File: src/rtl/fpcmult_seq.sv
// Sequential fixed-point complex multiplier.
// Three real products (Gauss/Karatsuba form) are computed one after another
// on a single radix-2 signed shift-add multiplier, then the two results are
// rounded (half toward +inf) and either saturated or wrapped to N bits.
module fpcmult_seq #(
    parameter int N   = 32,
    parameter int D   = 16,
    parameter int SAT = 1
) (
    input  logic         clk,
    input  logic         reset,
    input  logic         recv_val,
    output logic         recv_rdy,
    input  logic [N-1:0] ar,
    input  logic [N-1:0] ac,
    input  logic [N-1:0] br,
    input  logic [N-1:0] bc,
    input  logic         conj,
    output logic         send_val,
    input  logic         send_rdy,
    output logic [N-1:0] cr,
    output logic [N-1:0] cc,
    output logic         ovf
);
    localparam int M  = N + 2;        // multiplier operand width
    localparam int W  = 2 * N + 4;    // full-precision product width
    localparam int CW = $clog2(M);
    localparam logic [W-1:0] HALF = W'(1) << (D - 1);

    typedef enum logic [2:0] {IDLE, MUL1, MUL2, MUL3, FIN, DONE} state_t;

    state_t         state_q, state_d;
    logic [CW-1:0]  cnt_q, cnt_d;
    logic [W-1:0]   acc_q, acc_d;     // running product; holds p3 in FIN
    logic [W-1:0]   mc_q, mc_d;       // multiplicand, shifted left each step
    logic [M-1:0]   mp_q, mp_d;       // multiplier, shifted right each step
    logic [W-1:0]   p1_q, p1_d;
    logic [W-1:0]   p2_q, p2_d;
    logic [N-1:0]   ar_q, ar_d, ac_q, ac_d, br_q, br_d;
    logic [N:0]     bcp_q, bcp_d;     // bc or -bc, one extra bit so -MIN is exact
    logic [N-1:0]   cr_q, cr_d, cc_q, cc_d;
    logic           ovf_q, ovf_d;

    // Round half toward +inf, then clamp or wrap; MSB of result is overflow flag.
    function automatic logic [N:0] rnd_sat(input logic [W-1:0] raw);
        logic [W-1:0] r;
        logic         fits;
        r    = $signed(raw + HALF) >>> D;
        fits = (&r[W-1:N-1]) | ~(|r[W-1:N-1]);
        if (fits)          return {1'b0, r[N-1:0]};
        else if (SAT != 0) return {1'b1, r[W-1], {(N-1){~r[W-1]}}};
        else               return {1'b1, r[N-1:0]};
    endfunction

    logic [N:0]   bc_ext, bcp_in;
    logic [M-1:0] sa, sb;
    logic [W-1:0] pp, acc_step, raw_r, raw_c;
    logic [N:0]   res_r, res_c;
    logic         last;

    // Next-state, multiplier datapath and result formatting.
    always_comb begin
        state_d = state_q;
        cnt_d   = cnt_q;
        acc_d   = acc_q;
        mc_d    = mc_q;
        mp_d    = mp_q;
        p1_d    = p1_q;
        p2_d    = p2_q;
        ar_d    = ar_q;
        ac_d    = ac_q;
        br_d    = br_q;
        bcp_d   = bcp_q;
        cr_d    = cr_q;
        cc_d    = cc_q;
        ovf_d   = ovf_q;

        bc_ext   = {bc[N-1], bc};
        bcp_in   = conj ? (~bc_ext + 1'b1) : bc_ext;
        sa       = {{2{ar_q[N-1]}}, ar_q} + {{2{ac_q[N-1]}}, ac_q};
        sb       = {{2{br_q[N-1]}}, br_q} + {bcp_q[N], bcp_q};
        pp       = mp_q[0] ? mc_q : '0;
        last     = (cnt_q == CW'(M - 1));
        // Top multiplier bit carries negative weight in two's complement.
        acc_step = last ? (acc_q - pp) : (acc_q + pp);
        raw_r    = p1_q - p2_q;
        raw_c    = acc_q - p1_q - p2_q;
        res_r    = rnd_sat(raw_r);
        res_c    = rnd_sat(raw_c);

        case (state_q)
            IDLE: begin
                if (recv_val) begin
                    ar_d    = ar;
                    ac_d    = ac;
                    br_d    = br;
                    bcp_d   = bcp_in;
                    mc_d    = {{(W-N){ar[N-1]}}, ar};
                    mp_d    = {{2{br[N-1]}}, br};
                    acc_d   = '0;
                    cnt_d   = '0;
                    state_d = MUL1;
                end
            end
            MUL1, MUL2, MUL3: begin
                acc_d = acc_step;
                mc_d  = mc_q << 1;
                mp_d  = mp_q >> 1;
                cnt_d = cnt_q + 1'b1;
                if (last) begin
                    cnt_d = '0;
                    if (state_q == MUL1) begin
                        p1_d    = acc_step;
                        acc_d   = '0;
                        mc_d    = {{(W-N){ac_q[N-1]}}, ac_q};
                        mp_d    = {bcp_q[N], bcp_q};
                        state_d = MUL2;
                    end else if (state_q == MUL2) begin
                        p2_d    = acc_step;
                        acc_d   = '0;
                        mc_d    = {{(W-M){sa[M-1]}}, sa};
                        mp_d    = sb;
                        state_d = MUL3;
                    end else begin
                        state_d = FIN;
                    end
                end
            end
            FIN: begin
                cr_d    = res_r[N-1:0];
                cc_d    = res_c[N-1:0];
                ovf_d   = res_r[N] | res_c[N];
                state_d = DONE;
            end
            DONE: begin
                if (send_rdy) state_d = IDLE;
            end
            default: state_d = IDLE;
        endcase
    end

    // State and datapath registers, cleared asynchronously.
    always_ff @(posedge clk or negedge reset) begin
        if (!reset) begin
            state_q <= IDLE;
            cnt_q   <= '0;
            acc_q   <= '0;
            mc_q    <= '0;
            mp_q    <= '0;
            p1_q    <= '0;
            p2_q    <= '0;
            ar_q    <= '0;
            ac_q    <= '0;
            br_q    <= '0;
            bcp_q   <= '0;
            cr_q    <= '0;
            cc_q    <= '0;
            ovf_q   <= 1'b0;
        end else begin
            state_q <= state_d;
            cnt_q   <= cnt_d;
            acc_q   <= acc_d;
            mc_q    <= mc_d;
            mp_q    <= mp_d;
            p1_q    <= p1_d;
            p2_q    <= p2_d;
            ar_q    <= ar_d;
            ac_q    <= ac_d;
            br_q    <= br_d;
            bcp_q   <= bcp_d;
            cr_q    <= cr_d;
            cc_q    <= cc_d;
            ovf_q   <= ovf_d;
        end
    end

    assign recv_rdy = (state_q == IDLE);
    assign send_val = (state_q == DONE);
    assign cr       = cr_q;
    assign cc       = cc_q;
    assign ovf      = ovf_q;
endmodule

File: config.mk
export PLATFORM = sky130hd
export DESIGN_NAME = fpcmult_seq
export DESIGN_NICKNAME = d
export VERILOG_FILES = /design/src/rtl/fpcmult_seq.sv
export SDC_FILE = /design/constraint.sdc
export NUM_CORES = 2
export LEC_CHECK = 0
export ABC_CLOCK_PERIOD_IN_PS = 8540
export CAP_MARGIN = 20
export CORE_MARGIN = 2
export CORE_UTILIZATION = 55
export DETAILED_ROUTE_END_ITERATION = 7
export PLACE_DENSITY = 0.86
export SYNTH_ARGS = -nofsm -noshare
export SYNTH_HDL_FRONTEND = slang
export SYNTH_SLANG_ARGS = --single-unit
File: constraint.sdc
create_clock -name clk -period 8.54 [get_ports clk]
set_input_delay 1.708 -clock clk [delete_from_list [all_inputs] [get_ports clk]]
set_output_delay 1.708 -clock clk [all_outputs]
set_load 0.1 [all_outputs]
==> metrics <==
Initial Util=0.557; Final Instance Count excl. Fillers=~6100; synth-to-layout area growth=10.9%; critical path depth=24; Placeable Area=between 0.07 and 0.08 mm²; number of hold buffers added after CTS=0; worst-case register-to-register setup slack=approximately 1.4 ns; total gr overflow=0; syn avg cell area=8.23 µm²; largest net degree at the start of global routing=approximately 120; # DRC=0; DR WL/cell=19.4 µm; Fin Clk Skew=about 0.017 ns; port bufs=approximately 200; Mapped Area=0.0416 mm²; Clk pin slew, worst setup/hold paths=0.06 ns; setup ws final=between 1 and 1.5 ns; number of global-route vias before repair=around 36000; Reg2Reg Capture Point=p2_q[65]; slowest CP cell=a41oi_1; routability cong.=between 1 and 1.5; Final setup viols=0; initial antenna violation count=0; die height=approximately 280 µm; yosys warns=0; Worst-Skew Late Latency=0.63 ns; All-Layer GR Usage=0.299; first-pass iteration count of the detailed router=8; fillcell total=approximately 6300; Sequential Area=roughly 0.013 mm²; register area share after synthesis=0.306; Placed Cells=about 6000; Post-synth EDFFs=0; slew margin rel.=0.288; # rows=100; CTS tree=built; Detailed Route WL=118000 µm; crit end category=flop; fin nets=roughly 5800; io pins=200; drt via density=between 6 and 7; Total Neg Setup Slack=0 ns; Req. time, crit path=around 9 ns; die width=279 µm; Crit Path Max Fanout=19; Gate Count Post-Synth=about 5100; status=finished clean; Post-DRT Antenna Nets=0; layout cells sized above 1=0.0377; number of CTS-inserted buffers=55; final core utilization=0.618; Period minus WS final=between 7 and 8 ns; global-route wire length before repair=roughly 190000 µm; Worst-Margin Slew=1.07 ns; RR Startpoint=mc_q[18]; Post-CTS Setup Inserts=0; Unique masters post-synth=83; nature of the critical path startpoint=flop; worst r2r path cells=24; Die ar.=0.0779 mm²; async set-reset flop share out of synthesis=1.00; area of the multi-input gates=between 0.02 and 0.03 mm²; critical path data arrival time=around 7.6 ns; hpwl dp=roughly 90000 µm; initial drt markers=roughly 4100; final worst path period share=0.832; Syn Nets=about 5700; Final Max Tran Viols=0; Largest delay share family, worst path=compound AO/OA/AOI/OAI gates; max-capacitance violation count=0; f_max=141 MHz; DP Worst Slack=1.50 ns; cts repair resizes=0; Clock Sinks=slightly above 500; CTS Buffer Depth=3; kind of critical path=reg2reg; CP startpoint=mc_q[18]; H-tree depth=2; Fin. Hold Viols=0; Synth Flop Type=dfrtp_1; # diodes=0; crit-path max cell delay=approximately 0.50 ns; flop and latch count out of synthesis=509; Worst Path Buf+Inv=0; CP cell instances=or3_1 > or4_1 > nor3_1 > nand2_1 > a21oi_1 > nand2_1 > nand2_1 > nand2_1 > o311ai_0 > ha_1 > a21o_1 > a21o_1 > a21oi_1 > o21ai_0 > a31oi_1 > o221ai_1 > nor2_1 > o21ai_0 > a31oi_1 > o21ai_0 > a41oi_1 > nor4_1 > a311oi_1 > o21ai_0; critical path endpoint=p2_q[65]; CTS root buf=clkbuf_16; RSZ-0062 raised after global routing=no; worst min path class=reg2reg; Vias=around 38000
==> worst reg2reg max path, stage by stage (launching register included) <==
cell      delay, ns
dfrtp_1        0.43
or3_1          0.42
or4_1          0.44
nor3_1         0.15
nand2_1        0.07
a21oi_1        0.35
nand2_1        0.25
nand2_1        0.16
nand2_1        0.43
o311ai_0       0.42
ha_1           0.45
a21o_1         0.19
a21o_1         0.16
a21oi_1        0.14
o21ai_0        0.14
a31oi_1        0.24
o221ai_1       0.16
nor2_1         0.30
o21ai_0        0.25
a31oi_1        0.41
o21ai_0        0.22
a41oi_1        0.50
nor4_1         0.10
a311oi_1       0.39
o21ai_0        0.14
==> state kept, by name (all words and copies together) (netlist names) <==
signal / flops
state_q: 3
ar_q: 32
br_q: 32
acc_q: 68
cc: 32
cnt_q: 6
p1_q: 68
ovf: 1
ac_q: 32
mc_q: 68
p2_q: 68
cr: 32
bcp_q: 33
mp_q: 34
==> area by class of cell <==
type	instances	area share
Multi-Input combinational cell	3895	0.574
Sequential cell	509	0.276
Timing Repair Buffer	234	0.0502
Clock buffer	74	0.0336
Inverter	407	0.0331
Tap cell	969	0.0263
Clock inverter	25	0.00699
==> placed cells by master, fill, tap and decap left out, types with 44 or more instances in the layout <==
master	netlist	final
nand2_1	843	839
dfrtp_1	509	508
ha_1	464	464
o21ai_0	420	420
inv_1	407	407
a21oi_1	344	342
nor2_1	298	291
clkdlybuf4s50_1	0	198
xnor2_1	148	148
a21o_1	144	144
xor2_1	143	143
nand3_1	79	79
fa_1	68	68
nor3_1	66	66
nand4_1	63	63
clkbuf_16	0	56
a221oi_1	54	54
o211ai_1	46	46
o22ai_1	44	44
==> Yosys cell counts (21+ instances only) <==
cell,count,area share
a21o_1,144,0.026
xnor2_1,148,0.031
o21ai_0,420,0.051
inv_1,407,0.037
dfrtp_1,509,0.31
nor4_1,21,0.0032
a222oi_1,24,0.0058
clkbuf_1,205,0.018
ha_1,464,0.14
a221oi_1,54,0.011
nand4_1,63,0.0095
and3_1,25,0.0038
a211oi_1,28,0.0051
o21bai_1,39,0.0070
a21oi_1,344,0.041
nor3_1,66,0.0079
nand2b_1,35,0.0053
o22ai_1,44,0.0066
o21a_1,38,0.0069
a31oi_1,43,0.0065
fa_1,68,0.033
o2bb2ai_1,30,0.0063
nand3_1,79,0.0095
nor2b_1,38,0.0057
xor2_1,143,0.030
o211ai_1,46,0.0083
or3_1,27,0.0041
o31ai_1,29,0.0052
a22o_1,35,0.0074
nor2_1,298,0.027
nand2_1,843,0.076
==> cell families (layout without fill, tap and decap cells) <==
family,after synthesis,in the layout,share of synthesized area
AOI/OAI and AO/OA,1476,1476,0.229
buffers and inverters,650,740,0.0594
xor gates and xnor gates,291,291,0.0612
adders and majority gates,533,533,0.172
muxes,22,22,0.00583
DFF,509,509,0.306
and+or+nand+nor,1573,1573,0.166
==> stage by stage <==
stage	hold WS, ns	area (µm²)
6_report	0.482	46200
5_1_grt	0.505	46200
4_1_cts	0.485	46100
3_5_place_dp	0.469	44200
3_3_place_gp	0.464	44200
2_1_floorplan	0.450	41600
==> routing by layer <==
| layer | global-route usage | part of all wire | wire, µm | up-vias |
|---|---|---|---|---|
| met5 | 0 | 0 | 0 | - |
| met4 | 0.102 | 0.037 | 4370 | 0 |
| met3 | 0.0393 | 0.083 | 9770 | 272 |
| met2 | 0.470 | 0.44 | 52100 | 1735 |
| met1 | 0.425 | 0.44 | 52000 | 18000 |
| li1 | - | - | - | 17800 |
==> worst min path at each step <==
stage | start | endpoint | slack (ns) | depth (start not counted)
2_1_floorplan | p1_q[0] | p1_q[0] | 0.45 | 2
3_3_place_gp | p2_q[66] | p2_q[66] | 0.46 | 2
3_5_place_dp | br_q[21] | br_q[21] | 0.47 | 2
4_1_cts | ar_q[2] | ar_q[2] | 0.49 | 2
5_1_grt | ar_q[9] | ar_q[9] | 0.51 | 2
6_report | ar_q[14] | ar_q[14] | 0.48 | 2
Power is left out: the tool's default activity adds up to more than one toggle a clock period on the data nets, which glitch-free logic cannot reach.
